===== config.mk =====
export PLATFORM = sky130hd
export DESIGN_NAME = hc595_shift_driver_flat
export DESIGN_NICKNAME = d
export VERILOG_FILES = /design/src/rtl/hc595_shift_driver_pkg.sv /design/src/rtl/hc595_shift_driver_if.sv /design/src/rtl/hc595_shift_driver_tick_div.sv /design/src/rtl/hc595_shift_driver.sv /design/src/flat_wrapper.sv
export SDC_FILE = /design/constraint.sdc
export NUM_CORES = 1
export LEC_CHECK = 0
export CAP_MARGIN = 20
export CORE_MARGIN = 4
export CORE_UTILIZATION = 50
export DETAILED_ROUTE_END_ITERATION = 10
export PLACE_DENSITY = 0.83
export SLEW_MARGIN = 0
export SYNTH_ARGS = -nofsm -noshare
export SYNTH_HDL_FRONTEND = slang
export SYNTH_HIERARCHICAL = 1
export SYNTH_SLANG_ARGS = --single-unit

===== constraint.sdc =====
create_clock -name clk -period 1.94 [get_ports clk]
set_clock_uncertainty 0.2 [all_clocks]
set_input_delay 0.291 -clock clk [delete_from_list [all_inputs] [get_ports clk]]
set_output_delay 0.291 -clock clk [all_outputs]
set_load 0.005 [all_outputs]

===== src/rtl/hc595_shift_driver_pkg.sv =====
// Shared definitions for the SN74HC595 serial driver: FSM state encoding
// and the default chain geometry reused by the top level and its bench.
package hc595_shift_driver_pkg;

    typedef enum logic [1:0] {
        IDLE  = 2'd0,
        SH_LO = 2'd1,
        SH_HI = 2'd2,
        LATCH = 2'd3
    } state_t;

    localparam int DEF_WIDTH   = 16;
    localparam int DEF_CLK_DIV = 2;

endpackage


===== src/rtl/hc595_shift_driver_if.sv =====
// Parallel-side handshake between the display producer and the 595 driver.
interface hc595_shift_driver_if #(
    parameter int WIDTH = 16
) ();

    logic [WIDTH-1:0] din;
    logic             start;
    logic             busy;
    logic             done;
    logic             pending;

    modport master (
        output din,
        output start,
        input  busy,
        input  done,
        input  pending
    );

    modport slave (
        input  din,
        input  start,
        output busy,
        output done,
        output pending
    );

endinterface


===== src/rtl/hc595_shift_driver_tick_div.sv =====
// Phase counter for the shift-clock half period: counts 0..CLK_DIV-1 and
// flags the terminal count; restart holds it at phase 0.
module hc595_tick_div #(
    parameter int CLK_DIV = 2
) (
    input  logic clk,
    input  logic rst_n,
    input  logic restart,
    output logic tick
);

    localparam int DCW = (CLK_DIV > 1) ? $clog2(CLK_DIV) : 1;

    logic [DCW-1:0] div_cnt;

    assign tick = (div_cnt == DCW'(CLK_DIV - 1));

    always_ff @(posedge clk or negedge rst_n) begin
        if (!rst_n) begin
            div_cnt <= '0;
        end else if (restart || tick) begin
            div_cnt <= '0;
        end else begin
            div_cnt <= div_cnt + DCW'(1);
        end
    end

endmodule


===== src/rtl/hc595_shift_driver.sv =====
// Serialises a parallel frame onto an SN74HC595 chain (SER/SRCLK/RCLK) with a
// start/busy/done handshake and a one-deep pending frame buffer.
module hc595_shift_driver
    import hc595_shift_driver_pkg::*;
#(
    parameter int WIDTH     = DEF_WIDTH,
    parameter int CLK_DIV   = DEF_CLK_DIV,
    parameter bit MSB_FIRST = 1'b1
) (
    input  logic                 clk,
    input  logic                 rst_n,
    hc595_shift_driver_if.slave  bus,
    output logic                 SN74HC595_data,
    output logic                 SN74HC595_data_clk,
    output logic                 SN74HC595_refresh_clk
);

    localparam int BCW = (WIDTH > 1) ? $clog2(WIDTH) : 1;

    state_t           state;
    logic [WIDTH-1:0] shreg;
    logic [WIDTH-1:0] shreg_sh;
    logic [WIDTH-1:0] pend_buf;
    logic [WIDTH-1:0] next_frame;
    logic [BCW-1:0]   bit_cnt;
    logic             busy_q;
    logic             done_q;
    logic             pending_q;
    logic             ser_q;
    logic             srclk_q;
    logic             rclk_q;
    logic             tick;
    logic             restart;
    logic             complete;

    function automatic logic lead_bit(input logic [WIDTH-1:0] v);
        return MSB_FIRST ? v[WIDTH-1] : v[0];
    endfunction

    assign restart  = (state == IDLE);
    assign complete = (state == LATCH) && tick;

    hc595_tick_div #(
        .CLK_DIV (CLK_DIV)
    ) u_tick_div (
        .clk     (clk),
        .rst_n   (rst_n),
        .restart (restart),
        .tick    (tick)
    );

    always_comb begin
        shreg_sh = shreg;
        if (MSB_FIRST) begin
            shreg_sh = shreg << 1;
        end else begin
            shreg_sh = shreg >> 1;
        end
    end

    // A start on the completion cycle takes priority over the buffered frame.
    always_comb begin
        next_frame = pend_buf;
        if (bus.start) begin
            next_frame = bus.din;
        end
    end

    always_ff @(posedge clk or negedge rst_n) begin
        if (!rst_n) begin
            state     <= IDLE;
            shreg     <= '0;
            pend_buf  <= '0;
            bit_cnt   <= '0;
            busy_q    <= 1'b0;
            done_q    <= 1'b0;
            pending_q <= 1'b0;
            ser_q     <= 1'b0;
            srclk_q   <= 1'b0;
            rclk_q    <= 1'b0;
        end else begin
            done_q <= 1'b0;
            if (bus.start && busy_q && !complete) begin
                pend_buf  <= bus.din;
                pending_q <= 1'b1;
            end
            case (state)
                IDLE: begin
                    if (bus.start) begin
                        state   <= SH_LO;
                        shreg   <= bus.din;
                        bit_cnt <= BCW'(WIDTH - 1);
                        busy_q  <= 1'b1;
                        ser_q   <= lead_bit(bus.din);
                        srclk_q <= 1'b0;
                        rclk_q  <= 1'b0;
                    end
                end
                SH_LO: begin
                    if (tick) begin
                        state   <= SH_HI;
                        srclk_q <= 1'b1;
                    end
                end
                SH_HI: begin
                    if (tick) begin
                        shreg   <= shreg_sh;
                        srclk_q <= 1'b0;
                        if (bit_cnt == '0) begin
                            state  <= LATCH;
                            rclk_q <= 1'b1;
                            ser_q  <= 1'b0;
                        end else begin
                            state   <= SH_LO;
                            bit_cnt <= bit_cnt - BCW'(1);
                            ser_q   <= lead_bit(shreg_sh);
                        end
                    end
                end
                LATCH: begin
                    if (tick) begin
                        done_q <= 1'b1;
                        rclk_q <= 1'b0;
                        if (bus.start || pending_q) begin
                            state     <= SH_LO;
                            shreg     <= next_frame;
                            bit_cnt   <= BCW'(WIDTH - 1);
                            ser_q     <= lead_bit(next_frame);
                            pending_q <= 1'b0;
                        end else begin
                            state  <= IDLE;
                            busy_q <= 1'b0;
                        end
                    end
                end
                default: state <= IDLE;
            endcase
        end
    end

    assign bus.busy              = busy_q;
    assign bus.done              = done_q;
    assign bus.pending           = pending_q;
    assign SN74HC595_data        = ser_q;
    assign SN74HC595_data_clk    = srclk_q;
    assign SN74HC595_refresh_clk = rclk_q;

endmodule


===== src/flat_wrapper.sv =====
// flat-port wrapper written by rule: the top's interface ports become plain ports
module hc595_shift_driver_flat import hc595_shift_driver_pkg::*;
#(
    parameter int WIDTH     = DEF_WIDTH,
    parameter int CLK_DIV   = DEF_CLK_DIV,
    parameter bit MSB_FIRST = 1'b1
)
  (clk, rst_n, SN74HC595_data, SN74HC595_data_clk, SN74HC595_refresh_clk, bus_din, bus_start, bus_busy, bus_done, bus_pending);
  hc595_shift_driver_if #(.WIDTH(WIDTH)) bus_i ();
  input  logic clk;
  input  logic rst_n;
  output logic SN74HC595_data;
  output logic SN74HC595_data_clk;
  output logic SN74HC595_refresh_clk;
  input wire logic [$bits(bus_i.din)-1:0] bus_din;
  input wire logic [$bits(bus_i.start)-1:0] bus_start;
  output wire logic [$bits(bus_i.busy)-1:0] bus_busy;
  output wire logic [$bits(bus_i.done)-1:0] bus_done;
  output wire logic [$bits(bus_i.pending)-1:0] bus_pending;
  assign bus_i.din = bus_din;
  assign bus_i.start = bus_start;
  assign bus_busy = bus_i.busy;
  assign bus_done = bus_i.done;
  assign bus_pending = bus_i.pending;
  hc595_shift_driver #(.WIDTH(WIDTH), .CLK_DIV(CLK_DIV), .MSB_FIRST(MSB_FIRST)) u_core (.clk(clk), .rst_n(rst_n), .bus(bus_i), .SN74HC595_data(SN74HC595_data), .SN74HC595_data_clk(SN74HC595_data_clk), .SN74HC595_refresh_clk(SN74HC595_refresh_clk));
endmodule

==> summary.txt, run 1 <==
Synthesis
  • Most common library cells after synthesis: dfrtp_1, nor2_1, mux2_1
  • Post-synth top area cell: dfrtp_1
  • Syn avg cell area: 11.3 um2
  • Ranking of synthesized cells by area: dfrtp_1, mux2_1, a222oi_1
  • Most frequent cell after synthesis: dfrtp_1
  • Area fraction of the dominant cell type after synthesis: 0.493
  • Most used DFF post-synth: dfrtp_1
  • Cells after synthesis: 198
  • Distinct cells, synth: 37
  • Asr flop ratio synth: 1.00
  • Yosys warnings: 6
  • Post-Syn Nets: 225
  • Seq cells post-synth: 44
  • Part of the Yosys area used for sequential elements: 0.493
  • Post-Syn Area: 2230 um2
  • EDFF count, synth: 0

STA
  • Post-route setup TNS: -0.0419 ns
  • Final Max Slew Viols: 0
  • Hold Slack: 0.296 ns
  • Unrepaired setup endpoints after global routing: true
  • Final-report setup violation count: 1
  • Maximum clock rate: 505 MHz
  • Slew margin rel.: 0.636
  • Worst-Margin Slew: ~0.55 ns
  • Fin crit share: 1.02
  • Final worst slack: -0.0419 ns
  • Tmin final: a little under 2 ns
  • Final hold violation count: 0

Clock tree
  • TritonCTS clock tree: built
  • Clock-pin slew on the worst setup and hold paths: about 0.08 ns
  • Skew-Pair Late Insertion Delay: 0.30 ns
  • CTS HTree Levels: 2
  • Clock buffer depth: 2
  • Clock root cell: clkbuf_8
  • CTS Buf Count: 5
  • Clock tree sinks: 44

Setup path
  • Critical path class: flop to flop
  • Slowest stage delay, CP: 0.46 ns
  • Worst Setup End Kind: flop
  • Critical path startpoint category: flop
  • Slowest CP cell: dfrtp_2
  • Maximum net fanout on the critical path: 21
  • CP Cell Sequence: buf_6 > ha_4 > buf_8 > nor3_1 > o21a_1 > o21ai_0 > a21oi_1
  • Critical Path AT: 1.99 ns
  • Critical Path RT: 1.95 ns

Cells and area
  • Nets: 273
  • Area growth from synthesis to layout: 32.1%
  • Share of layout cells above drive strength 1: 0.356
  • FILL cells: 315
  • Antenna Cells: 0
  • Util after Layout: 0.682

Routing
  • Drt first pass iters: 4
  • DRC: 0
  • Vias/cell: 5.79
  • WL per Instance: 16.9 um
  • DRT iter0 DRCs: 130
  • Wirelength, routed: 5.04 mm
  • Final ANT Viol Nets: 0
  • DR vias: between 1500 and 2000

Place
  • I/O Buffers: 24
  • Pre-CTS setup slack: -0.164 ns
  • Placer Congestion: 0.811
  • Dpl hpwl: 3.12 mm

Floorplanning
  • Die span in y: 74.8 um
  • Starting density of the core: 0.516
  • I/O Pins: 25
  • Die ar.: 5600 um2
  • Die W: 74.8 um
  • FP Rows: 24
  • Area of the core: 4320 um2

Run status
  • Failing checks: setup timing
  • Outcome: complete, but fails checks

GRT
  • Initial antenna violation count: 0
  • Vias in the first global route: around 1600
  • Aggregate global-route resource usage: 0.186
  • GR Overflow Total: 0
  • Largest net degree at the start of global routing: 45
  • First-pass GRT wire length: 7.92 mm

Power and ir drop
  • Power share of the clock group: 0.108
  • PwrDens: approximately 1700 nW/um2
  • Psw: 2.04 mW
  • Sw frac: 0.395
  • Pleak: 1.24 nW
  • Seq pwr share: 0.325
  • P_int: 3.12 mW
  • Gate power share: 0.566
  • Peak supply drop: 0.773 mV

Worst hold path
  • Hold WC Path Type: flop to flop

Job
  • Max-cap violation count: 0
[kinds of logic after synthesis]
family                   count (synthesis)  synth area share
flip-flops                              44             0.493
AO/OA/AOI/OAI                           56             0.201
adder cells (fa/ha/maj)                  8            0.0448
buffers and inverters                   20            0.0476
multiplexers                            21             0.105
AND/OR/NAND/NOR                         49             0.108
[per-stage QoR]
stage          power [mW]  instance area (um2)  cells
4_1_cts              4.90                 2870    299
3_5_place_dp         4.03                 2640    285
5_1_grt              5.51                 2950    299
2_1_floorplan        3.36                 2240    198
3_3_place_gp         3.93                 2640    285
6_report             5.16                 2950    299
[path summary, 6_finish.rpt]
kind	slack (ns)	to	from	cells past startpoint
hold reg to reg	0.30	u_core/pend_buf[0]	u_core/pend_buf[0]	1
setup / recovery	-0.04	u_core/state[0]	u_core/state[1]	7
setup reg to reg	-0.04	u_core/state[0]	u_core/state[1]	7
hold / removal	0.30	u_core/pend_buf[0]	u_core/pend_buf[0]	1
min in group asynchronous	0.40	u_core/shreg[5]	rst_n	3
max in group asynchronous	0.74	u_core/state[0]	rst_n	3
[power groups by stage]
stage	Combinational (mW)	Clock (mW)	Sequential (mW)
final	2.92	0.558	1.68
after global routing	3.16	0.629	1.72
after CTS	2.68	0.580	1.64
after detailed placement	2.37	0	1.66
after global placement	2.29	0	1.64
after floorplan	1.76	0	1.59
[critical path, delay by kind of cell, from the launching register on]
kind / cells / cell delay (ns)
AND/OR/NAND/NOR: 1 / 0.20
buffers and inverters: 2 / 0.31
AO/OA/AOI/OAI: 3 / 0.56
flip-flops: 1 / 0.46
adder cells (fa/ha/maj): 1 / 0.17
[repair_timing]
item / 4_1_cts / 5_1_grt
gates resized for setup: 19 / 21
buffers inserted: 4 / 0
endpoints found under the hold margin: 44 / 0
endpoints found under the setup margin: 32 / 33
hold buffers: 1 / 0
gates cloned: 1 / 0
pin swaps: 3 / 6
[per-layer routing]
| metal | wire length, um | global-route usage | vias to the layer above |
|---|---|---|---|
| li1 | - | - | 809 |
| met1 | 2140 | 0.244 | 865 |
| met2 | 2490 | 0.305 | 44 |
| met3 | 250 | 0.0481 | 13 |
| met4 | 162 | 0.0553 | 0 |
| met5 | 0 | 0 | - |
[flip-flops by register name, summed over array words and instances (netlist names), 2 cells and up]
register / cells
u_core/shreg: 15
u_core/state: 2
u_core/bit_cnt: 4
u_core/pend_buf: 16
[area by class of cell]
| class | instances | area (um2) | share of cell area |
|---|---|---|---|
| multi-input cells | 134 | 1110 | 0.377 |
| flip-flops and latches | 44 | 1100 | 0.374 |
| repair buffers | 53 | 544 | 0.185 |
| clock buffers | 5 | 68.8 | 0.0233 |
| well taps | 52 | 65.1 | 0.0221 |
| inverters | 8 | 35.0 | 0.0119 |
| clock inverters | 3 | 18.8 | 0.00637 |
[layout by cell type, fill, tap and decap left out, drive strengths merged, types with 2 or more instances in the layout]
cell type,Yosys,routed
a22o,2,2
and2,2,2
nor2,25,25
ha,8,8
a222oi,10,10
clkinv,0,3
clkdlybuf4s50,0,23
clkbuf,4,5
inv,8,8
or3b,2,2
o21ai,7,7
nor3,2,2
nand2,11,11
nand2b,2,2
a21oi,22,22
a31oi,6,6
a22oi,4,4
dfrtp,44,44
mux2,20,20
buf,8,28
No activity file was read; power rests on OpenSTA's default activity.
==> inputs of run 2 (changes only) <==
SETUP_SLACK_MARGIN = 0.4   (was not set)
==> run 2 against run 1 <==
The flow now finishes without violations. Combinational power grew 5%. Core utilization up 2.7 points. Wire length increased by 4.8%. Critical path depth increased by 1. Fmax grew 3.0%. Sequential power grew 4%. Worst hold slack got worse by 0.080 ns. Die area unchanged. Sequential share of layout area is 1.4 points lower. Via count up 0.92%. Worst setup slack better by 0.058 ns. Register-to-register slack improved by 0.06 ns.
==> summary.txt, run 2 (synthesis results as in run 1) <==
Clock tree
  • Clock root cell: clkbuf_8 (unchanged)
  • CTS HTree Levels: 2 (unchanged)
  • CTS Buf Count: 5 (unchanged)
  • Clock buffer depth: 2 (unchanged)
  • Clock-pin slew on the worst setup and hold paths: 0.08 ns (about the same)
  • Clock tree sinks: 44 (unchanged)
  • TritonCTS clock tree: built (unchanged)
  • Skew-Pair Late Insertion Delay: 0.30 ns (about the same)

Power and ir drop
  • PwrDens: 1820 nW/um2 (was 1750 nW/um2)
  • Gate power share: 0.552 (was 0.566)
  • Peak supply drop: 1.21 mV (was 0.773 mV)
  • Seq pwr share: 0.313 (was 0.325)
  • P_int: 3.38 mW (was 3.12 mW)
  • Pleak: 1.31 nW (was 1.24 nW)
  • Power share of the clock group: 0.134 (was 0.108)
  • Psw: 2.19 mW (was 2.04 mW)
  • Sw frac: 0.393 (was 0.395)
  • Overall Power: 5.58 mW (was 5.16 mW)

Place
  • Dpl hpwl: 3.31 mm (was 3.12 mm)
  • Pre-CTS setup slack: -0.316 ns (was -0.164 ns)
  • Placer Congestion: 0.774 (was 0.811)
  • I/O Buffers: 24 (unchanged)

GRT
  • Vias in the first global route: 1780 (was 1629)
  • Routing usage on met3: 0.0294 (was 0.0481)
  • First-pass GRT wire length: 8.43 mm (was 7.92 mm)
  • GR Overflow Total: 0 (unchanged)
  • Met2 usage: 0.326 (was 0.305)
  • Initial antenna violation count: 0 (unchanged)
  • Largest net degree at the start of global routing: 27 (was 45)
  • Busiest layer in global routing: met2 (unchanged)
  • Aggregate global-route resource usage: 0.200 (was 0.186)
  • M1 GR Usage: 0.265 (was 0.244)

Floorplanning
  • Die span in y: 74.8 um (unchanged)
  • FP Rows: 24 (unchanged)
  • Die ar.: 5600 um2 (unchanged)
  • Area of the core: 4320 um2 (unchanged)
  • I/O Pins: 25 (unchanged)
  • Starting density of the core: 0.516 (unchanged)
  • Die W: 74.8 um (unchanged)

STA
  • Fin crit share: 0.991 (was 1.02)
  • Tmin final: 1.92 ns (was 1.98 ns)
  • Final-report setup violation count: 0 (was 1)
  • Slew margin rel.: 0.617 (was 0.636)
  • Final hold violation count: 0 (unchanged)
  • Maximum clock rate: 520 MHz (was 505 MHz)
  • Unrepaired setup endpoints after global routing: true (unchanged)
  • Hold Slack: 0.216 ns (was 0.296 ns)
  • Final Max Slew Viols: 0 (unchanged)
  • Post-route setup TNS: 0 ns (was -0.0419 ns)
  • Final worst slack: 0.0166 ns (was -0.0419 ns)
  • Worst-Margin Slew: 0.574 ns (was 0.546 ns)

Setup path
  • CP Cell Sequence: buf_4 > inv_4 > ha_4 > nand2b_4 > o2111a_2 > buf_12 > nand2_1 > a22o_1 (was buf_6 > ha_4 > buf_8 > nor3_1 > o21a_1 > o21ai_0 > a21oi_1)
  • Critical path class: flop to flop (unchanged)
  • Slowest stage delay, CP: 0.45 ns (was 0.46 ns)
  • Critical Path AT: 1.91 ns (was 1.99 ns)
  • Critical path startpoint category: flop (unchanged)
  • Maximum net fanout on the critical path: 12 (was 21)
  • Slowest CP cell: dfrtp_2 (unchanged)
  • Worst Setup End Kind: flop (unchanged)
  • Critical Path RT: 1.93 ns (was 1.95 ns)

Routing
  • DR vias: 1747 (was 1731)
  • Vias/cell: 5.78 (was 5.79)
  • Wirelength, routed: 5.29 mm (was 5.04 mm)
  • Final ANT Viol Nets: 0 (unchanged)
  • DRT iter0 DRCs: 145 (was 130)
  • WL per Instance: 17.5 um (was 16.9 um)
  • DRC: 0 (unchanged)
  • Drt first pass iters: 7 (was 4)

Cells and area
  • Commonest non-fill, non-tap cell in the layout: dfrtp_1 (unchanged)
  • Share of layout cells above drive strength 1: 0.452 (was 0.356)
  • Largest registers: u_core/pend_buf: 16 flops, u_core/shreg: 15 flops, u_core/bit_cnt: 4 flops (unchanged)
  • Util after Layout: 0.709 (was 0.682)
  • Antenna Cells: 0 (unchanged)
  • Number of flip-flops under the largest register name: 16 (unchanged)
  • Nets: 276 (was 273)
  • Most flop-heavy register: u_core/pend_buf (unchanged)
  • Area growth from synthesis to layout: 37.3% (was 32.1%)
  • Commonest cells after routing, fill and taps aside: dfrtp_1, buf_4, clkdlybuf4s50_1 (was dfrtp_1, clkdlybuf4s50_1, nor2_1)
  • FILL cells: 324 (was 315)

Run status
  • Outcome: finished clean (was complete, but fails checks)

Job
  • Max-cap violation count: 0 (unchanged)

Worst hold path
  • Hold WC Path Type: input pin to asynchronous set/reset pin (was flop to flop)
[run 2: changes by cell type in the layout (fill, tap and decap cells not counted), sizes merged, moves of 2 or more]
| cell | change |
|---|---|
| clkinv | -2 |
| buf | +4 |
| dlygate4sd2 | +6 |
| clkdlybuf4s50 | -6 |
[run 2: metal layers]
| metal | wire length [um] | up-vias |
|---|---|---|
| li1 | - | 821 |
| met1 | 2360 | 881 |
| met2 | 2650 | 36 |
| met3 | 181 | 9 |
| met4 | 97 | 0 |
| met5 | 0 | - |
[run 2: through the flow]
stage	instances	area (um2)
after global routing	302	3060
after global placement	279	2750
after floorplan	198	2400
after CTS	301	3020
final	302	3060
after detailed placement	279	2750
[run 2: repair_timing]
item,4_1_cts,5_1_grt
buffers inserted,13,1
gates resized for setup,20,12
hold buffers,1,0
endpoints found under the hold margin,13,0
pin swaps,9,2
endpoints found under the setup margin,47,41
[run 2: worst paths after layout]
kind	cells past startpoint	to	slack (ns)	startpoint
min in group clk	1	u_core/pend_buf[8]	0.32	u_core/pend_buf[8]
hold reg to reg	1	u_core/pend_buf[8]	0.32	u_core/pend_buf[8]
setup / recovery	8	u_core/bit_cnt[2]	0.02	u_core/state[1]
max in group asynchronous	3	u_core/pend_buf[11]	0.78	rst_n
hold / removal	2	u_core/pend_buf[10]	0.22	rst_n
setup reg to reg	8	u_core/bit_cnt[2]	0.02	u_core/state[1]
[run 2: cell type report]
| type | count | area, um2 | share of cell area |
|---|---|---|---|
| clock inverters | 2 | 38.8 | 0.0127 |
| clock buffers | 6 | 82.6 | 0.0269 |
| flip-flops and latches | 44 | 1100 | 0.360 |
| well taps | 52 | 65.1 | 0.0212 |
| repair buffers | 56 | 519 | 0.169 |
| multi-input cells | 134 | 1220 | 0.398 |
| inverters | 8 | 35.0 | 0.0114 |
[run 2: critical path, delay by kind of cell, from the launching register on]
family,cells,cell delay [ns]
simple gates,2,0.15
fa+ha+maj,1,0.16
flops,1,0.45
compound gates,2,0.49
buf+inv,3,0.35
[run 2: power by group through the flow]
stage	clock network, mW	registers [mW]	logic (mW)
global route	0.795	1.79	3.32
CTS	0.763	1.72	2.94
finish	0.749	1.75	3.08
detailed placement	0	1.73	2.69
floorplan	0	1.64	2.10
global placement	0	1.71	2.60
==> inputs of run 3 (changes only) <==
CORE_MARGIN = 2   (was 4)
SETUP_SLACK_MARGIN = not set   (was 0.4)
==> run 3 against run 2 <==
Critical path type unchanged. Combinational power is 6% lower. Cell count is 2.3% lower. Worst setup slack worse by 0.033 ns. Global-route usage is 0.12 points higher. The flow now finishes with violations (setup timing).
==> summary.txt, run 3 (synthesis results as in run 1) <==
Run status
  • Outcome: complete, but fails checks (was finished clean)
  • Failing checks: setup timing

Setup path
  • Worst Setup End Kind: flop (unchanged)
  • Critical Path AT: 1.93 ns (was 1.91 ns)
  • CP Cell Sequence: ha_4 > buf_6 > inv_2 > nor2_1 > buf_4 > a222oi_1 > a21oi_2 (was buf_4 > inv_4 > ha_4 > nand2b_4 > o2111a_2 > buf_12 > nand2_1 > a22o_1)
  • Slowest stage delay, CP: 0.48 ns (was 0.45 ns)
  • Critical Path RT: 1.91 ns (was 1.93 ns)
  • Top delay family on crit path: compound AO/OA/AOI/OAI gates (unchanged)
  • Critical path class: flop to flop (unchanged)
  • CP Buf/Inv Count: 3 (unchanged)
  • Maximum net fanout on the critical path: 8 (was 12)
  • Critical path startpoint category: flop (unchanged)
  • Slowest CP cell: a222oi_1 (was dfrtp_2)

Cells and area
  • Commonest cells after routing, fill and taps aside: dfrtp_1, clkdlybuf4s50_1, nor2_1 (was dfrtp_1, buf_4, clkdlybuf4s50_1)
  • Share of layout cells above drive strength 1: 0.366 (was 0.452)
  • Most flop-heavy register: u_core/pend_buf (unchanged)
  • Util after Layout: 0.673 (was 0.709)
  • Post-route design area: 2910 um2 (was 3060 um2)
  • Area growth from synthesis to layout: 30.4% (was 37.3%)
  • Nets: 269 (was 276)
  • FILL cells: 324 (unchanged)
  • Number of flip-flops under the largest register name: 16 (unchanged)
  • Multi-input gate area: 1120 um2 (was 1220 um2)
  • Commonest non-fill, non-tap cell in the layout: dfrtp_1 (unchanged)
  • Antenna Cells: 0 (unchanged)
  • Register area: 1100 um2 (about the same)
  • Largest registers: u_core/pend_buf: 16 flops, u_core/shreg: 15 flops, u_core/bit_cnt: 4 flops (unchanged)

STA
  • Final worst slack: -0.0167 ns (was 0.0166 ns)
  • Final hold violation count: 0 (unchanged)
  • Slew margin rel.: 0.624 (was 0.617)
  • Worst-Margin Slew: 0.565 ns (was 0.574 ns)
  • Unrepaired setup endpoints after global routing: true (unchanged)
  • Post-route setup TNS: -0.0167 ns (was 0 ns)
  • Fin crit share: 1.01 (was 0.991)
  • Final Max Slew Viols: 0 (unchanged)
  • Final-report setup violation count: 1 (was 0)
  • Maximum clock rate: 511 MHz (was 520 MHz)
  • Tmin final: 1.96 ns (was 1.92 ns)

Clock tree
  • Skew-Pair Late Insertion Delay: 0.30 ns (about the same)
  • TritonCTS clock tree: built (unchanged)
  • CTS Buf Count: 5 (unchanged)
  • Clock root cell: clkbuf_8 (unchanged)
  • Clock tree sinks: 44 (unchanged)
  • CTS HTree Levels: 2 (unchanged)
  • Clock buffer depth: 2 (unchanged)
  • Post-CTS Setup Inserts: 0 (was 13)
  • Clock-pin slew on the worst setup and hold paths: 0.08 ns (about the same)

Place
  • Dpl hpwl: 3.15 mm (was 3.31 mm)
  • Placer Congestion: 0.851 (was 0.774)
  • Pre-CTS setup slack: -0.131 ns (was -0.316 ns)
  • I/O Buffers: 24 (unchanged)
  • Area after DPL: 2650 um2 (was 2750 um2)

Floorplanning
  • I/O Pins: 25 (unchanged)
  • Die W: 70.8 um (was 74.8 um)
  • Die ar.: 5010 um2 (was 5600 um2)
  • FP Rows: 24 (unchanged)
  • Die span in y: 70.8 um (was 74.8 um)
  • Starting density of the core: 0.516 (unchanged)
  • Area of the core: 4320 um2 (unchanged)

Job
  • Max-cap violation count: 0 (unchanged)

Worst hold path
  • Hold WC Path Type: flop to flop (was input pin to asynchronous set/reset pin)

Routing
  • DRC: 0 (unchanged)
  • DR vias: 1741 (was 1747)
  • Drt first pass iters: 7 (unchanged)
  • Wirelength, routed: 5.40 mm (was 5.29 mm)
  • WL per Instance: 18.3 um (was 17.5 um)
  • Final ANT Viol Nets: 0 (unchanged)
  • DRT iter0 DRCs: 234 (was 145)
  • Vias/cell: 5.90 (was 5.78)

GRT
  • Initial antenna violation count: 0 (unchanged)
  • Met2 usage: 0.318 (was 0.326)
  • First-pass GRT wire length: 7.98 mm (was 8.43 mm)
  • M1 GR Usage: 0.275 (was 0.265)
  • Aggregate global-route resource usage: 0.201 (was 0.200)
  • Busiest layer in global routing: met2 (unchanged)
  • Routing usage on met3: 0.0328 (was 0.0294)
  • Vias in the first global route: 1714 (was 1780)
  • GR Overflow Total: 0 (unchanged)
  • Largest net degree at the start of global routing: 45 (was 27)

Power and ir drop
  • Pleak: 1.22 nW (was 1.31 nW)
  • PwrDens: 1780 nW/um2 (was 1820 nW/um2)
  • Overall Power: 5.18 mW (was 5.58 mW)
  • Peak supply drop: 0.862 mV (was 1.21 mV)
## run 3: cell types whose count changed in the layout (fill, tap and decap cells not counted), sizes merged
cell           previous run  this run
clkdlybuf4s50            17        23
buf                      32        24
bufinv                    1         0
clkbuf                    6         7
dlygate4sd2               6         0
clkinv                    1         0
clkinvlp                  0         2
## run 3: layout make-up
type	count	share of cell area
flip-flops and latches	44	0.379
clock buffers	6	0.0284
inverters	8	0.0103
well taps	52	0.0224
multi-input cells	134	0.385
clock inverters	2	0.00516
repair buffers	49	0.170
## run 3: per-stage QoR
| step | instances | hold WS, ns |
|---|---|---|
| after detailed placement | 285 | 0.206 |
| after CTS | 294 | 0.291 |
| after global placement | 285 | 0.201 |
| final | 295 | 0.291 |
| after floorplan | 198 | -0.205 |
| after global routing | 295 | 0.324 |
## run 3: final timing paths
| path | startpoint | endpoint | depth (start not counted) | slack [ns] |
|---|---|---|---|---|
| worst max-delay path | u_core/state[1] | u_core/shreg[11] | 7 | -0.02 |
| worst min-delay path | u_core/pend_buf[2] | u_core/pend_buf[2] | 1 | 0.29 |
| worst max register to register | u_core/state[1] | u_core/shreg[11] | 7 | -0.02 |
| worst min register to register | u_core/pend_buf[2] | u_core/pend_buf[2] | 1 | 0.29 |
| max in group asynchronous | rst_n | u_core/state[1] | 3 | 0.72 |
| min in group asynchronous | rst_n | u_core/state[0] | 3 | 0.39 |
## run 3: metal layers
layer,vias up,wire length [um]
met1,863,2270
met5,-,0
li1,799,-
met3,15,255
met2,64,2690
met4,0,180
## run 3: timing repair
item,CTS,global route
hold buffers,1,0
endpoints found under the hold margin,44,0
endpoints found under the setup margin,10,35
gates resized for setup,4,32
pin swaps,0,4
gates cloned,0,1
## run 3: power breakdown
group	internal (mW)	switching (mW)	total, mW	leakage (nW)
Sequential	1.37	0.307	1.68	0.508
Combinational	1.44	1.44	2.88	0.665
Clock	0.288	0.328	0.616	0.0434
Total	3.10	2.08	5.18	1.22
